$ cat config.mk
export PLATFORM = sky130hd
export DESIGN_NAME = ps2_host_tx_flat
export DESIGN_NICKNAME = d
export VERILOG_FILES = /design/src/rtl/ps2_pkg.sv /design/src/rtl/ps2_host_tx_if.sv /design/src/rtl/ps2_line_sync.sv /design/src/rtl/ps2_host_tx.sv /design/src/flat_wrapper.sv
export SDC_FILE = /design/constraint.sdc
export NUM_CORES = 1
export LEC_CHECK = 0
export ABC_AREA = 1
export CAP_MARGIN = 20
export CORE_UTILIZATION = 50
export CTS_BUF_LIST = sky130_fd_sc_hd__clkbuf_4 sky130_fd_sc_hd__clkbuf_8
export DETAILED_ROUTE_END_ITERATION = 8
export GPL_ROUTABILITY_DRIVEN = 0
export HOLD_SLACK_MARGIN = 0.06
export PLACE_DENSITY = 0.69
export SLEW_MARGIN = 20
export SYNTH_ARGS = -nofsm -noshare
export SYNTH_HDL_FRONTEND = slang
export SYNTH_SLANG_ARGS = --single-unit
$ cat constraint.sdc
create_clock -name i_clk -period 2.6 [get_ports i_clk]
set_input_delay 0.52 -clock i_clk [delete_from_list [all_inputs] [get_ports i_clk]]
set_output_delay 0.52 -clock i_clk [all_outputs]
set_load 0.03 [all_outputs]
$ cat src/rtl/ps2_pkg.sv
// rtl/ps2_pkg.sv - shared PS/2 types, command constants and parity helper
package ps2_pkg;

    typedef enum logic [2:0] {
        ST_IDLE,
        ST_INHIBIT,
        ST_REQ,
        ST_SEND,
        ST_ACK,
        ST_WAIT_IDLE,
        ST_FINISH
    } ps2_tx_state_e;

    localparam logic [7:0] PS2_CMD_RESET    = 8'hFF;
    localparam logic [7:0] PS2_CMD_ENABLE   = 8'hF4;
    localparam logic [7:0] PS2_CMD_SET_RATE = 8'hF3;
    localparam logic [7:0] PS2_RSP_ACK      = 8'hFA;

    // Parity bit that makes data plus parity contain an odd number of ones.
    function automatic logic odd_parity(input logic [7:0] b);
        return ~^b;
    endfunction

endpackage

$ cat src/rtl/ps2_host_tx_if.sv
// rtl/ps2_host_tx_if.sv - command request/completion bundle for the PS/2 host transmitter
interface ps2_host_tx_if;
    logic       i_valid;
    logic [7:0] i_data;
    logic       o_ready;
    logic       o_busy;
    logic       o_done;
    logic       o_ack_ok;
    logic       o_timeout;

    modport master (
        output i_valid, i_data,
        input  o_ready, o_busy, o_done, o_ack_ok, o_timeout
    );

    modport slave (
        input  i_valid, i_data,
        output o_ready, o_busy, o_done, o_ack_ok, o_timeout
    );
endinterface

$ cat src/rtl/ps2_line_sync.sv
// rtl/ps2_line_sync.sv - PS/2 pad synchronizer with falling-edge detect
module ps2_line_sync #(
    parameter int SYNC_STAGES = 2
) (
    input  logic i_clk,
    input  logic i_rst,
    input  logic i_pad,
    output logic o_level,
    output logic o_fall
);

    logic [SYNC_STAGES-1:0] r_sync;
    logic                   r_prev;

    // Idle PS/2 lines are pulled high, so reset to 1 to avoid a false fall.
    always_ff @(posedge i_clk or posedge i_rst) begin
        if (i_rst) begin
            r_sync <= '1;
            r_prev <= 1'b1;
        end else begin
            r_sync[0] <= i_pad;
            for (int k = 1; k < SYNC_STAGES; k++) begin
                r_sync[k] <= r_sync[k-1];
            end
            r_prev <= r_sync[SYNC_STAGES-1];
        end
    end

    assign o_level = r_sync[SYNC_STAGES-1];
    assign o_fall  = r_prev & ~r_sync[SYNC_STAGES-1];

endmodule

$ cat src/rtl/ps2_host_tx.sv
// rtl/ps2_host_tx.sv - host-to-device PS/2 command byte transmitter
module ps2_host_tx
    import ps2_pkg::*;
#(
    parameter int INHIBIT_CYCLES = 6000,
    parameter int TIMEOUT_CYCLES = 1000000,
    parameter int SYNC_STAGES    = 2
) (
    input  logic               i_clk,
    input  logic               i_rst,
    ps2_host_tx_if.slave       tx,
    input  logic               i_ps2_clk,
    input  logic               i_ps2_data,
    output logic               o_ps2_clk_oe,
    output logic               o_ps2_data_oe
);

    localparam int CNT_W = $clog2(INHIBIT_CYCLES);
    localparam int TO_W  = $clog2(TIMEOUT_CYCLES);
    localparam logic [CNT_W-1:0] INH_LAST = CNT_W'(INHIBIT_CYCLES - 1);
    localparam logic [TO_W-1:0]  TO_LAST  = TO_W'(TIMEOUT_CYCLES - 1);

    logic w_clk_level;
    logic w_clk_fall;
    logic w_data_level;

    ps2_line_sync #(.SYNC_STAGES(SYNC_STAGES)) u_clk_sync (
        .i_clk   (i_clk),
        .i_rst   (i_rst),
        .i_pad   (i_ps2_clk),
        .o_level (w_clk_level),
        .o_fall  (w_clk_fall)
    );

    ps2_line_sync #(.SYNC_STAGES(SYNC_STAGES)) u_data_sync (
        .i_clk   (i_clk),
        .i_rst   (i_rst),
        .i_pad   (i_ps2_data),
        .o_level (w_data_level),
        .o_fall  ()
    );

    ps2_tx_state_e    r_state;
    logic [CNT_W-1:0] r_cnt;
    logic [TO_W-1:0]  r_tcnt;
    logic [3:0]       r_bitcnt;
    logic [9:0]       r_shift;
    logic             r_ack;
    logic             r_clk_oe;
    logic             r_data_oe;
    logic             r_ready;
    logic             r_busy;
    logic             r_done;
    logic             r_ack_ok;
    logic             r_timeout;

    always_ff @(posedge i_clk or posedge i_rst) begin
        if (i_rst) begin
            r_state   <= ST_IDLE;
            r_cnt     <= '0;
            r_tcnt    <= '0;
            r_bitcnt  <= '0;
            r_shift   <= '0;
            r_ack     <= 1'b0;
            r_clk_oe  <= 1'b0;
            r_data_oe <= 1'b0;
            r_ready   <= 1'b1;
            r_busy    <= 1'b0;
            r_done    <= 1'b0;
            r_ack_ok  <= 1'b0;
            r_timeout <= 1'b0;
        end else begin
            r_done <= 1'b0;
            case (r_state)
                ST_IDLE: begin
                    if (tx.i_valid && r_ready) begin
                        r_shift  <= {1'b1, odd_parity(tx.i_data), tx.i_data};
                        r_clk_oe <= 1'b1;
                        r_cnt    <= '0;
                        r_ack    <= 1'b0;
                        r_ready  <= 1'b0;
                        r_busy   <= 1'b1;
                        r_state  <= ST_INHIBIT;
                    end
                end

                ST_INHIBIT: begin
                    if (r_cnt == INH_LAST) begin
                        r_data_oe <= 1'b1;
                        r_state   <= ST_REQ;
                    end else begin
                        r_cnt <= r_cnt + 1'b1;
                    end
                end

                // Releasing clk with data held low is the request-to-send.
                ST_REQ: begin
                    r_clk_oe <= 1'b0;
                    r_tcnt   <= '0;
                    r_bitcnt <= '0;
                    r_state  <= ST_SEND;
                end

                ST_SEND, ST_ACK, ST_WAIT_IDLE: begin
                    if (r_tcnt == TO_LAST) begin
                        r_clk_oe  <= 1'b0;
                        r_data_oe <= 1'b0;
                        r_ack_ok  <= 1'b0;
                        r_timeout <= 1'b1;
                        r_done    <= 1'b1;
                        r_state   <= ST_FINISH;
                    end else begin
                        r_tcnt <= r_tcnt + 1'b1;
                        if (r_state == ST_SEND) begin
                            if (w_clk_fall) begin
                                r_data_oe <= ~r_shift[r_bitcnt];
                                r_bitcnt  <= r_bitcnt + 1'b1;
                                if (r_bitcnt == 4'd9) begin
                                    r_state <= ST_ACK;
                                end
                            end
                        end else if (r_state == ST_ACK) begin
                            if (w_clk_fall) begin
                                r_ack   <= ~w_data_level;
                                r_state <= ST_WAIT_IDLE;
                            end
                        end else if (w_clk_level && w_data_level) begin
                            r_ack_ok  <= r_ack;
                            r_timeout <= 1'b0;
                            r_done    <= 1'b1;
                            r_state   <= ST_FINISH;
                        end
                    end
                end

                ST_FINISH: begin
                    r_ready <= 1'b1;
                    r_busy  <= 1'b0;
                    r_state <= ST_IDLE;
                end

                default: begin
                    r_clk_oe  <= 1'b0;
                    r_data_oe <= 1'b0;
                    r_ready   <= 1'b1;
                    r_busy    <= 1'b0;
                    r_state   <= ST_IDLE;
                end
            endcase
        end
    end

    assign o_ps2_clk_oe  = r_clk_oe;
    assign o_ps2_data_oe = r_data_oe;
    assign tx.o_ready    = r_ready;
    assign tx.o_busy     = r_busy;
    assign tx.o_done     = r_done;
    assign tx.o_ack_ok   = r_ack_ok;
    assign tx.o_timeout  = r_timeout;

endmodule

$ cat src/flat_wrapper.sv
// flat-port wrapper written by rule: the top's interface ports become plain ports
module ps2_host_tx_flat import ps2_pkg::*;
#(
    parameter int INHIBIT_CYCLES = 6000,
    parameter int TIMEOUT_CYCLES = 1000000,
    parameter int SYNC_STAGES    = 2
)
  (i_clk, i_rst, i_ps2_clk, i_ps2_data, o_ps2_clk_oe, o_ps2_data_oe, tx_i_valid, tx_i_data, tx_o_ready, tx_o_busy, tx_o_done, tx_o_ack_ok, tx_o_timeout);
  ps2_host_tx_if tx_i ();
  input  logic i_clk;
  input  logic i_rst;
  input  logic i_ps2_clk;
  input  logic i_ps2_data;
  output logic o_ps2_clk_oe;
  output logic o_ps2_data_oe;
  input wire logic [$bits(tx_i.i_valid)-1:0] tx_i_valid;
  input wire logic [$bits(tx_i.i_data)-1:0] tx_i_data;
  output wire logic [$bits(tx_i.o_ready)-1:0] tx_o_ready;
  output wire logic [$bits(tx_i.o_busy)-1:0] tx_o_busy;
  output wire logic [$bits(tx_i.o_done)-1:0] tx_o_done;
  output wire logic [$bits(tx_i.o_ack_ok)-1:0] tx_o_ack_ok;
  output wire logic [$bits(tx_i.o_timeout)-1:0] tx_o_timeout;
  assign tx_i.i_valid = tx_i_valid;
  assign tx_i.i_data = tx_i_data;
  assign tx_o_ready = tx_i.o_ready;
  assign tx_o_busy = tx_i.o_busy;
  assign tx_o_done = tx_i.o_done;
  assign tx_o_ack_ok = tx_i.o_ack_ok;
  assign tx_o_timeout = tx_i.o_timeout;
  ps2_host_tx #(.INHIBIT_CYCLES(INHIBIT_CYCLES), .TIMEOUT_CYCLES(TIMEOUT_CYCLES), .SYNC_STAGES(SYNC_STAGES)) u_core (.i_clk(i_clk), .i_rst(i_rst), .tx(tx_i), .i_ps2_clk(i_ps2_clk), .i_ps2_data(i_ps2_data), .o_ps2_clk_oe(o_ps2_clk_oe), .o_ps2_data_oe(o_ps2_data_oe));
endmodule
==> impl_metrics.py <==
metrics = {
    "power": {
        "power_frac_comb_pct": 36.9,
        "vdd_drop_max_mv": 0.4506,
        "power_density_nw_per_um2": 948.2,
        "power_leakage_nw": 1.854,
        "power_report.internal_total_w": 0.002318,
        "p_clk_share_pct": 25.2,
        "sw_power_w": 0.001582,
        "net_sw_share_pct": 40.56,
        "p_seq_share_pct": 37.9,
    },
    "cells_and_area": {
        "most_common_cell_after_layout_fill_and_taps_aside": "sky130_fd_sc_hd__nand2_1",
        "antenna_cells": 0,
        "layout-drive-gt1-share_pct": 8.527,
        "sequential_cell_area_um2": 1584,
        "final_cell_mix": "sky130_fd_sc_hd__nand2_1, sky130_fd_sc_hd__nor2_1, sky130_fd_sc_hd__dfrtp_1, sky130_fd_sc_hd__nand3_1, sky130_fd_sc_hd__inv_1",
        "area.growth.synth_to_final_pct": 13.62,
        "final_core_utilization_pct": 59.55,
        "fillerInstances": 639,
        "multi_input_gate_area_um2": 1782,
        "final_net_count": 528,
    },
    "yosys": {
        "yosysWarningCount": 0,
        "synth.ff_latch_count": 63,
        "post_synth.cell_area_avg_um2": 7.433,
        "syn_nets": 504,
        "ys_seq_area_share_pct": 43.76,
        "synth_cell_type_count": 30,
        "synth-main-ff-cell": "sky130_fd_sc_hd__dfrtp_1",
        "summed_instance_area_of_the_synthesized_netlist_um2": 3620,
        "synth_cells": 487,
        "synth_edf_count": 0,
        "postSynth.asyncResetShare_pct": 100.0,
    },
    "die": {
        "design.die.area_um2": 7584,
        "die_x_um": 87.09,
        "standard_cell_rows": 30,
        "design.core.area_um2": 6907,
        "io_pins": 20,
        "initial_core_util_pct": 52.41,
        "die_y_um": 87.09,
    },
    "grt": {
        "global_route.usage.total_pct": 23.30,
        "grt_start_max_net_pins": 24,
        "total_congestion_overflow": 0,
        "grt_first_pass_wirelength_mm": 13.65,
        "antenna_found_initial": 0,
        "first_global_vias": 3016,
    },
    "status": {
        "run_status": "finished, final reports clean",
    },
    "hold_path": {
        "worst_hold_path_type": "reg -> reg",
    },
    "timing": {
        "slew_headroom_pct": 66.55,
        "grt_setup_unrepaired": "false",
        "skew_ns": 0.006969,
        "count_of_final_setup_violators": 0,
        "post-route-min-period_ns": 2.101,
        "layout_worst_path_cycle_share_pct": 80.81,
        "setup_total_negative_slack_ns": 0,
        "worst_pin_slew_ns": 0.5000,
        "slew_viol_final": 0,
        "fmaxAchievable_ghz": 0.4760,
        "final_hold_viol_count": 0,
    },
    "critical_path": {
        "cpMaxStageDelayCell": "sky130_fd_sc_hd__dfrtp_1",
        "worstSetupStartpointType": "flop",
        "timing.critical_path.arrival_ns": 2.37,
        "crit_type": "reg -> reg",
        "cp_slowest_stage_delay_ns": 0.61,
        "crit_path_end_kind": "flop",
        "cp.required_ns": 2.87,
        "category_of_cells_accounting_for_the_largest_share_of_critical_path_delay": "simple AND/OR/NAND/NOR gates",
        "crit_path_max_fanout": 20,
        "crit_top_cell": "sky130_fd_sc_hd__nand2_2",
        "timing.critical_path.cells": "nor2_4 -> nand2_2 -> nand2_2 -> nand3_2 -> nand2_1 -> nor2_2 -> nand3_1 -> o21ai_0",
        "critical_path.n_buffers_inverters": 0,
    },
    "clock_tree": {
        "count_of_buffers_added_by_post_cts_timing_repair_for_setup": 0,
        "clkSlewWorstSetupHoldPaths_ns": 0.06,
        "ctsHoldBuffers": 0,
        "cts-root-to-sink-buffers": 2,
        "cts_tree": "built",
        "postCtsResizedCells": 0,
        "cts.htree.levels": 3,
        "cts_sinks": 63,
        "clock_insertion_delay_worst_skew_ns": 0.35,
        "tritoncts.num_buffers": 9,
        "clk_root_buffer_cell": "sky130_fd_sc_hd__clkbuf_8",
    },
    "detailed_routing": {
        "final_antenna_net_count": 0,
        "drtPass1Iterations": 5,
        "dr_drc_count": 0,
        "detail_route.iter0.violations": 234,
        "drt-vias-per-instance": 5.196,
        "route.final.wire_length_mm": 7.891,
        "drt-wirelength-per-cell_um": 12.89,
        "routed-via-count": 3180,
    },
    "placed_design": {
        "placement.io_buffers": 19,
        "dpl.hpwl_mm": 5.807,
    },
    "flow_run": {
        "cap_viol_max_count": 0,
    },
}
[final timing paths]
kind | from | endpoint | slack (ns) | cells after the start
hold reg to reg | u_core.u_clk_sync.r_sync[0] | u_core.u_clk_sync.r_sync[1] | 0.36 | 0
min in group asynchronous | i_rst | u_core.r_cnt[10] | 0.47 | 2
max in group asynchronous | i_rst | u_core.r_tcnt[4] | 1.49 | 3
setup reg to reg | u_core.r_state[2] | u_core.r_bitcnt[3] | 0.50 | 8
hold / removal | u_core.u_clk_sync.r_sync[0] | u_core.u_clk_sync.r_sync[1] | 0.36 | 0
setup / recovery | u_core.r_state[2] | u_core.r_bitcnt[3] | 0.50 | 8
[logic make-up after synthesis]
family | synth area share, %
AOI/OAI and AO/OA | 8.330
xor gates and xnor gates | 5.323
adders and majority gates | 1.383
buffers and inverters | 7.017
DFF | 43.76
and+or+nand+nor | 34.19
[final cells by class]
class,instances,share of cell area [%]
Sequential cell,63,38.52
Inverter,48,4.442
Timing Repair Buffer,22,5.172
Clock inverter,3,1.582
Clock buffer,13,4.046
Tap cell,96,2.921
Multi-Input combinational cell,367,43.32
[power by group through the flow]
| stage | clock network, W | registers, W | logic [W] |
|---|---|---|---|
| final | 0.000982 | 0.00148 | 0.00144 |
| after global routing | 0.00105 | 0.00151 | 0.00162 |
| after CTS | 0.00100 | 0.00148 | 0.00145 |
| after detailed placement | 0 | 0.00149 | 0.00144 |
| after global placement | 0 | 0.00148 | 0.00142 |
| after floorplan | 0 | 0.00148 | 0.00114 |
[Yosys cell counts, types with 5 or more instances]
library cell,number,area [um2]
sky130_fd_sc_hd__nand3_1,50,250.2
sky130_fd_sc_hd__nand4_1,11,68.82
sky130_fd_sc_hd__xor2_1,17,148.9
sky130_fd_sc_hd__a21oi_1,13,65.06
sky130_fd_sc_hd__dfstp_2,6,157.7
sky130_fd_sc_hd__o21ai_1,11,55.05
sky130_fd_sc_hd__nand2_1,129,484.2
sky130_fd_sc_hd__xnor2_1,5,43.79
sky130_fd_sc_hd__dfrtp_1,57,1426
sky130_fd_sc_hd__o21ai_0,31,155.2
sky130_fd_sc_hd__inv_1,46,172.7
sky130_fd_sc_hd__nor2_1,70,262.8
[routing by layer]
metal / routed length (um) / up-vias / GRT usage, %
met1: 3585 / 1484 / 29.38
met2: 3848 / 68 / 38.22
met4: 141 / 0 / 8.030
met3: 315 / 15 / 6.730
met5: 0 / - / 0
li1: - / 1613 / -
[per-stage QoR]
step	cells	total power (W)	hold slack [ns]	instance area (um2)	setup slack (ns)
after floorplan	487	0.002624	0.3452	3620	0.5202
after global placement	596	0.002899	0.3466	3881	0.5757
after detailed placement	596	0.002933	0.3498	3881	0.5275
after CTS	612	0.003925	0.3569	4113	0.4961
after global routing	612	0.004176	0.3656	4113	0.2676
final	612	0.003900	0.3557	4113	0.4990
[state kept, by name, summed over array words and instances, names as in the netlist]
name,flops
u_core.o_ps2_clk_oe,1
u_core.o_ps2_data_oe,1
u_core.r_ack,1
u_core.r_bitcnt,4
u_core.r_cnt,13
u_core.r_shift,10
u_core.r_state,3
u_core.r_tcnt,20
u_core.tx.o_ack_ok,1
u_core.tx.o_busy,1
u_core.tx.o_done,1
u_core.tx.o_ready,1
u_core.tx.o_timeout,1
u_core.u_clk_sync.r_prev,1
u_core.u_clk_sync.r_sync,2
u_core.u_data_sync.r_sync,2
Power figures use the tool's default switching activity.
